<file path="src/rtl/train_pkg.sv">
// Shared types and default vector geometry for the training datapath
// (train_seq_ctrl and train_data_mux).
package train_pkg;

    localparam int DATA_SIZE = 16;
    localparam int SIZE      = 3;

    typedef enum logic [2:0] {
        IDLE,
        FETCH,
        RUN_X,
        WAIT_X,
        RUN_Z,
        WAIT_Z,
        DONE
    } train_seq_state_t;

endpackage

</file>
<file path="src/rtl/train_seq_watchdog.sv">
// Per-pass watchdog: cleared by load, counts while enabled, and flags expire
// on the last permitted cycle so the FSM can leave on that same edge.
module train_seq_watchdog #(
    parameter int timeout_cycles = 1024
) (
    input  logic clk,
    input  logic reset,
    input  logic load,
    input  logic enable,
    output logic expire
);

    localparam int CW = (timeout_cycles > 1) ? $clog2(timeout_cycles) : 1;
    localparam logic [CW-1:0] LIMIT = CW'(timeout_cycles - 1);

    logic [CW-1:0] cnt;

    always_ff @(posedge clk or posedge reset) begin
        if (reset) begin
            cnt <= '0;
        end else if (load) begin
            cnt <= '0;
        end else if (enable && cnt != LIMIT) begin
            cnt <= cnt + 1'b1;
        end
    end

    assign expire = enable && (cnt == LIMIT);

endmodule

</file>
<file path="src/rtl/train_seq_ctrl.sv">
// Training-run sequencer: fetch sample, run layer on x, capture z/prediction,
// rerun on z. Optional layer watchdog enabled by TRAIN_SEQ_TIMEOUT_EN.
module train_seq_ctrl
    import train_pkg::*;
#(
    parameter int data_size      = DATA_SIZE,
    parameter int size           = SIZE,
    parameter int iter_w         = 8,
    parameter int timeout_cycles = 1024
) (
    input  logic                      clk,
    input  logic                      reset,
    input  logic                      start,
    input  logic [iter_w-1:0]         num_iter,
    input  logic                      sample_valid,
    output logic                      sample_ready,
    output logic                      layer_start,
    input  logic                      layer_done,
    input  logic [data_size*size-1:0] layer_out,
    input  logic [data_size*size-1:0] predict_value,
    output logic                      use_z,
    output logic [data_size*size-1:0] z,
    output logic [data_size*size-1:0] predict_value_old,
    output logic                      busy,
    output logic                      done,
    output logic                      error
);

    train_seq_state_t  state;
    logic [iter_w-1:0] num_iter_q;
    logic [iter_w-1:0] iter_cnt;
    logic [iter_w-1:0] iter_nxt;

    assign iter_nxt = iter_cnt + 1'b1;

`ifdef TRAIN_SEQ_TIMEOUT_EN
    logic wd_expire;
    logic error_q;

    train_seq_watchdog #(.timeout_cycles(timeout_cycles)) u_watchdog (
        .clk    (clk),
        .reset  (reset),
        .load   (state == RUN_X || state == RUN_Z),
        .enable (state == WAIT_X || state == WAIT_Z),
        .expire (wd_expire)
    );

    assign error = error_q;
`else
    logic unused_timeout;
    assign unused_timeout = (timeout_cycles == 0);
    assign error = 1'b0;
`endif

    // Outputs are registered alongside the state so each reflects the state being entered.
    always_ff @(posedge clk or posedge reset) begin
        if (reset) begin
            state             <= IDLE;
            num_iter_q        <= '0;
            iter_cnt          <= '0;
            z                 <= '0;
            predict_value_old <= '0;
            use_z             <= 1'b0;
            layer_start       <= 1'b0;
            sample_ready      <= 1'b0;
            busy              <= 1'b0;
            done              <= 1'b0;
`ifdef TRAIN_SEQ_TIMEOUT_EN
            error_q           <= 1'b0;
`endif
        end else begin
            layer_start <= 1'b0;
            done        <= 1'b0;
`ifdef TRAIN_SEQ_TIMEOUT_EN
            error_q     <= 1'b0;
`endif
            case (state)
                IDLE: begin
                    if (start) begin
                        num_iter_q <= num_iter;
                        iter_cnt   <= '0;
                        busy       <= 1'b1;
                        if (num_iter == '0) begin
                            state <= DONE;
                            done  <= 1'b1;
                        end else begin
                            state        <= FETCH;
                            sample_ready <= 1'b1;
                        end
                    end
                end
                FETCH: begin
                    if (sample_valid) begin
                        state        <= RUN_X;
                        sample_ready <= 1'b0;
                        layer_start  <= 1'b1;
                        use_z        <= 1'b0;
                    end
                end
                RUN_X: state <= WAIT_X;
                WAIT_X: begin
                    if (layer_done) begin
                        z                 <= layer_out;
                        predict_value_old <= predict_value;
                        state             <= RUN_Z;
                        layer_start       <= 1'b1;
                        use_z             <= 1'b1;
                    end
`ifdef TRAIN_SEQ_TIMEOUT_EN
                    else if (wd_expire) begin
                        state   <= DONE;
                        done    <= 1'b1;
                        error_q <= 1'b1;
                    end
`endif
                end
                RUN_Z: state <= WAIT_Z;
                WAIT_Z: begin
                    if (layer_done) begin
                        iter_cnt <= iter_nxt;
                        use_z    <= 1'b0;
                        if (iter_nxt == num_iter_q) begin
                            state <= DONE;
                            done  <= 1'b1;
                        end else begin
                            state        <= FETCH;
                            sample_ready <= 1'b1;
                        end
                    end
`ifdef TRAIN_SEQ_TIMEOUT_EN
                    else if (wd_expire) begin
                        state   <= DONE;
                        done    <= 1'b1;
                        error_q <= 1'b1;
                        use_z   <= 1'b0;
                    end
`endif
                end
                DONE: begin
                    state <= IDLE;
                    busy  <= 1'b0;
                end
                default: state <= IDLE;
            endcase
        end
    end

endmodule

</file>
<file path="config.mk">
export PLATFORM = sky130hd
export DESIGN_NAME = train_seq_ctrl
export DESIGN_NICKNAME = d
export VERILOG_FILES = /design/src/rtl/train_pkg.sv /design/src/rtl/train_seq_watchdog.sv /design/src/rtl/train_seq_ctrl.sv
export SDC_FILE = /design/constraint.sdc
export NUM_CORES = 1
export LEC_CHECK = 0
export BUFFER_PORTS_ARGS = -buffer_cell sky130_fd_sc_hd__buf_2
export CORE_UTILIZATION = 48
export CTS_CLUSTER_SIZE = 24
export DETAILED_ROUTE_END_ITERATION = 10
export GPL_ROUTABILITY_DRIVEN = 1
export GPL_TIMING_DRIVEN = 0
export PLACE_DENSITY = 0.77
export SLEW_MARGIN = 20
export SYNTH_ARGS = -nofsm -noshare
export SYNTH_HDL_FRONTEND = slang
export SYNTH_HIERARCHICAL = 1
export SYNTH_SLANG_ARGS = --single-unit
</file>
<file path="constraint.sdc">
create_clock -name clk -period 5.3 [get_ports clk]
set_input_delay 1.325 -clock clk [delete_from_list [all_inputs] [get_ports clk]]
set_output_delay 1.325 -clock clk [all_outputs]
set_load 0.05 [all_outputs]
</file>
### Word-level counts from Yosys, hierarchy flattened

Index checks and enable logic that the tools add are counted.

| storage, ports and cells | value |
|---|---|
| input port bits | 109 |
| output and inout port bits | 102 |
| word-level logic and storage cells | 66 |
| bits in registers | 120 |

| operators by class | value |
|---|---|
| add/subtract/negate cells | 1 |
| muxes and demuxes | 29 |
| reductions and logical operators | 13 |
| eq/ne operators | 13 |

Operators by type and width:

| kind | count |
|---|---|
| $mux 3 | 6 |
| $pmux 3 s6 | 1 |
| $mux 8 | 2 |
| $pmux 8 s2 | 1 |
| $mux 1 | 14 |
| $ne 2x2->1 const B | 6 |
| $eq 3x3->1 const B | 3 |
| $add 8x1->8 const B | 1 |
| $eq 8x8->1 | 1 |
| $logic_not 8->1 | 1 |
| $reduce_and 4->1 | 2 |
| $eq 3x2->1 const B | 2 |
| $pmux 1 s2 | 3 |
| $pmux 1 s3 | 2 |
| $reduce_and 2->1 | 3 |
| $reduce_and 6->1 | 1 |
| $reduce_bool 3->1 | 2 |
| $reduce_bool 2->1 | 2 |
| $eq 3x1->1 const B | 1 |
| $logic_not 3->1 | 1 |
| $reduce_and 3->1 | 1 |

### Logic depth before layout (Yosys ltp)

| logic depth | value |
|---|---|
| word-level depth | 5 |
| mapped depth | 7 |
| mapped depth without buffers | 6 |

### Worst setup path before layout

No wires, ideal clock.

| timing | value |
|---|---|
| path type | input to register |
| start | input layer_done |
| end | register predict_value_old[0] |
| required time | 5.175 ns |
| arrival | 2.246 ns |
| setup slack | 2.929 ns |
| path buffers | 2 |
| library setup time | 0.125 ns |
| cell stages on the path | 4 |
| cell sequence | nand3_1 > buf_2 > buf_2 > mux2_2 |

| on the way | value |
|---|---|
| cells in the longest elaborated chain, start to end | 1 |

RTL lines:

| what | RTL line | RTL |
|---|---|---|
| from (decl) | train_seq_ctrl.sv:18 | `input logic layer_done,` |
| $reduce_and 2->1 (no line) | n/a |  |
| to (signal assigned) | train_seq_ctrl.sv:104 | `predict_value_old <= predict_value;` |
| to (decl) | train_seq_ctrl.sv:23 | `output logic [data_size*size-1:0] predict_value_old,` |

Every way passes these cells.
A chain may end at the register's enable or synchronous reset.

### Worst setup path in the final report

| timing | value |
|---|---|
| start | register z[11] |
| end | output z[11] |

RTL lines:

| what | RTL line | RTL |
|---|---|---|
| from (decl) | train_seq_ctrl.sv:22 | `output logic [data_size*size-1:0] z,` |
| from (signal assigned) | train_seq_ctrl.sv:103 | `z <= layer_out;` |

No word-level cell between the ends.

==> results.py <==
metrics = {
    "timing": {
        "worstMarginPinSlew_ns": 0.618,
        "grt_setup_unrepaired": "no",
        "tns_ns": 0,
        "whs_ns": 0.499,
        "fmax_mhz": 405,
        "skew_ns": 0.00686,
        "fin_crit_sh": 0.465,
        "hold_viol_final": 0,
        "drv_slew": 0,
        "slew-limit-headroom": 0.585,
        "setup_violations": 0,
        "post-route-min-period_ns": 2.47,
    },
    "setup_path": {
        "worst_ep_required_time_ns": 3.97,
        "path_cells": "buf_2",
        "crit_slowest_cell": "dfrtp_1",
        "cp_max_fo": 2,
        "cp-start-kind": "flop",
        "r2r-start": "iter_cnt[0]",
        "critPathKind": "reg2out",
        "reg2reg_to": "sample_ready",
        "reg2reg_depth": 7,
        "cp_num_buf_inv": 1,
        "worstPathArrival_ns": 1.14,
        "cp_slowest_stage_delay_ns": 0.35,
        "reg2reg_setup_slack_ns": 3.02,
        "path_depth": 1,
        "end_kind": "output port",
        "crit_family": "flip-flops",
    },
    "layout": {
        "fin_area_sq_um": 6900,
        "fin_cells": 733,
        "syn_to_final_growth_pct": 38.0,
        "drive_gt1_frac": 0.621,
        "fill_cells": 738,
        "nets": 696,
        "register_area_sq_um": 3000,
        "multiInputGateArea_sq_um": 1850,
    },
    "drt": {
        "avgViaCountPerCell": 5.16,
        "routed_wl_microns": 11500,
        "wire_per_inst_microns": 15.7,
        "drc": 0,
        "dr.first_iter.drc_count": 209,
        "vias": 3785,
        "first_pass_iters": 4,
        "antenna_left": 0,
    },
    "synth": {
        "ys_warn_count": 6,
        "synth_area_sq_um": 5000,
        "async_reset_ff_frac": 1.00,
        "ys_seq_area_frac": 0.601,
        "synth-seq-cells": 120,
        "synth_top_area_cell": "dfrtp_1",
        "avgSynthCellArea_sq_um": 14.0,
        "synthCells": 357,
        "netlist_top_cells_area": "dfrtp_1 (60%), mux2_2 (23%), o21ai_0 (1.7%), buf_2 (1.3%), xnor2_1 (0.88%)",
        "synthFlopType": "dfrtp_1",
        "synth-edff-count": 0,
        "synth_top_cell_area_share": 0.601,
        "syn-num-nets": 467,
        "synth.distinct_cells": 47,
    },
    "clocking": {
        "clock_latency_ns": 0.51,
        "clkSlewWorstSetupHoldPaths_ns": 0.06,
        "clock_tree.root_cell": "clkbuf_8",
        "clock-sinks": 120,
        "cts_buffers": 17,
        "cts_tree": "done",
        "cts_hold_buf": 0,
        "cts_max_path_buffers": 2,
        "postCtsSetupBuffers": 0,
        "cts.htree.levels": 4,
        "ctsResizeCount": 0,
    },
    "placement": {
        "postPlaceCellArea_sq_um": 6240,
        "place_congestion": 0.851,
        "placed_cells": 700,
        "dp_hpwl_microns": 8580,
        "port-buffer-count": 209,
    },
    "grt": {
        "grt_max_degree": 63,
        "gr-total-overflow": 0,
        "grt_pass1_wl_microns": 19100,
        "grt.total_usage": 0.228,
        "antenna_found_initial": 1,
        "grt_pass1_vias": 3966,
    },
    "floorplan": {
        "die_area_sq_um": 10800,
        "die_h_microns": 104,
        "initial_core_util": 0.502,
        "core_sq_um": 9950,
        "ios": 211,
        "die-width_microns": 104,
        "rows": 36,
    },
    "outcome": {
        "outcome": "complete, no violations",
    },
    "worst_hold_path": {
        "hp-start": "z[2]",
        "min_to": "z[2]",
        "hold_path_class": "reg2reg",
        "whs_path_depth": 1,
    },
    "job": {
        "maxCapViolCount": 0,
    },
}
[metrics by stage]
stage	setup WS, ns	util
global route	2.78	0.693
detailed placement	2.36	0.627
global placement	-0.372	0.624
finish	2.83	0.693
floorplan	0.789	-
CTS	2.80	0.693
[sequential cells by signal (all words and copies together) (netlist names)]
name,cells
z,48
state,3
layer_start,1
predict_value_old,48
use_z,1
busy,1
num_iter_q,8
done,1
sample_ready,1
iter_cnt,8
[layout make-up]
type	instances	area share
antenna	1	0.000363
buffer	22	0.0181
clock buffer	18	0.0620
clock inverter	14	0.0323
tap	133	0.0241
inverter	5	0.00345
timing repair buffer	210	0.156
sequential	120	0.435
multi-input combinational	210	0.269
[synth_stat cells, drive strengths merged, types with 2 or more instances]
library cell / n
dfrtp: 120
mux2: 104
buf: 17
o21ai: 17
nand2: 11
nor2: 11
nand3: 6
clkbuf: 5
inv: 5
xnor2: 5
xor2: 5
a31oi: 4
and3: 4
nand2b: 4
nor3: 3
nor4: 3
a2111oi: 2
a221o: 2
a22o: 2
nand4: 2
nor2b: 2
nor3b: 2
o31ai: 2
[how the worst max path moves through the flow]
stage,to,start
after floorplan,busy,reset
after global placement,predict_value_old[43],reset
after detailed placement,z[41],layer_done
after CTS,busy,busy
after global routing,busy,busy
final,z[11],z[11]
[cells by family (layout without fill, tap and decap cells)]
group | after synthesis | after routing | synth area share
AOI/OAI and AO/OA | 41 | 41 | 0.0573
xor gates and xnor gates | 10 | 10 | 0.0190
adders and majority gates | 1 | 1 | 0.00250
buffers and inverters | 27 | 269 | 0.0288
DFF | 120 | 120 | 0.601
muxes | 104 | 104 | 0.234
other | 1 | 2 | 0.000750
and+or+nand+nor | 53 | 53 | 0.0566
[cell usage in the layout, fill, tap and decap left out, types with 4 or more instances in the layout]
| cell type | count |
|---|---|
| buf_2 | 222 |
| dfrtp_1 | 120 |
| mux2_2 | 104 |
| o21ai_0 | 17 |
| clkbuf_16 | 16 |
| nand2_1 | 11 |
| nor2_1 | 10 |
| clkbuf_1 | 5 |
| nand3_1 | 5 |
| xnor2_1 | 5 |
| bufinv_16 | 5 |
| clkinvlp_4 | 5 |
| inv_1 | 4 |
| and3_1 | 4 |
| nand2b_1 | 4 |
| a31oi_1 | 4 |
| xor2_1 | 4 |
[routing by layer]
metal / up-vias / GRT usage / routed length, microns
li1: 1732 / - / -
met1: 1868 / 0.257 / 4430
met2: 150 / 0.388 / 6050
met3: 35 / 0.0683 / 683
met4: 0 / 0.127 / 345
met5: - / 0 / 0
Power is left out: the tool's default activity adds up to more than one toggle a clock period on the data nets, which glitch-free logic cannot reach.
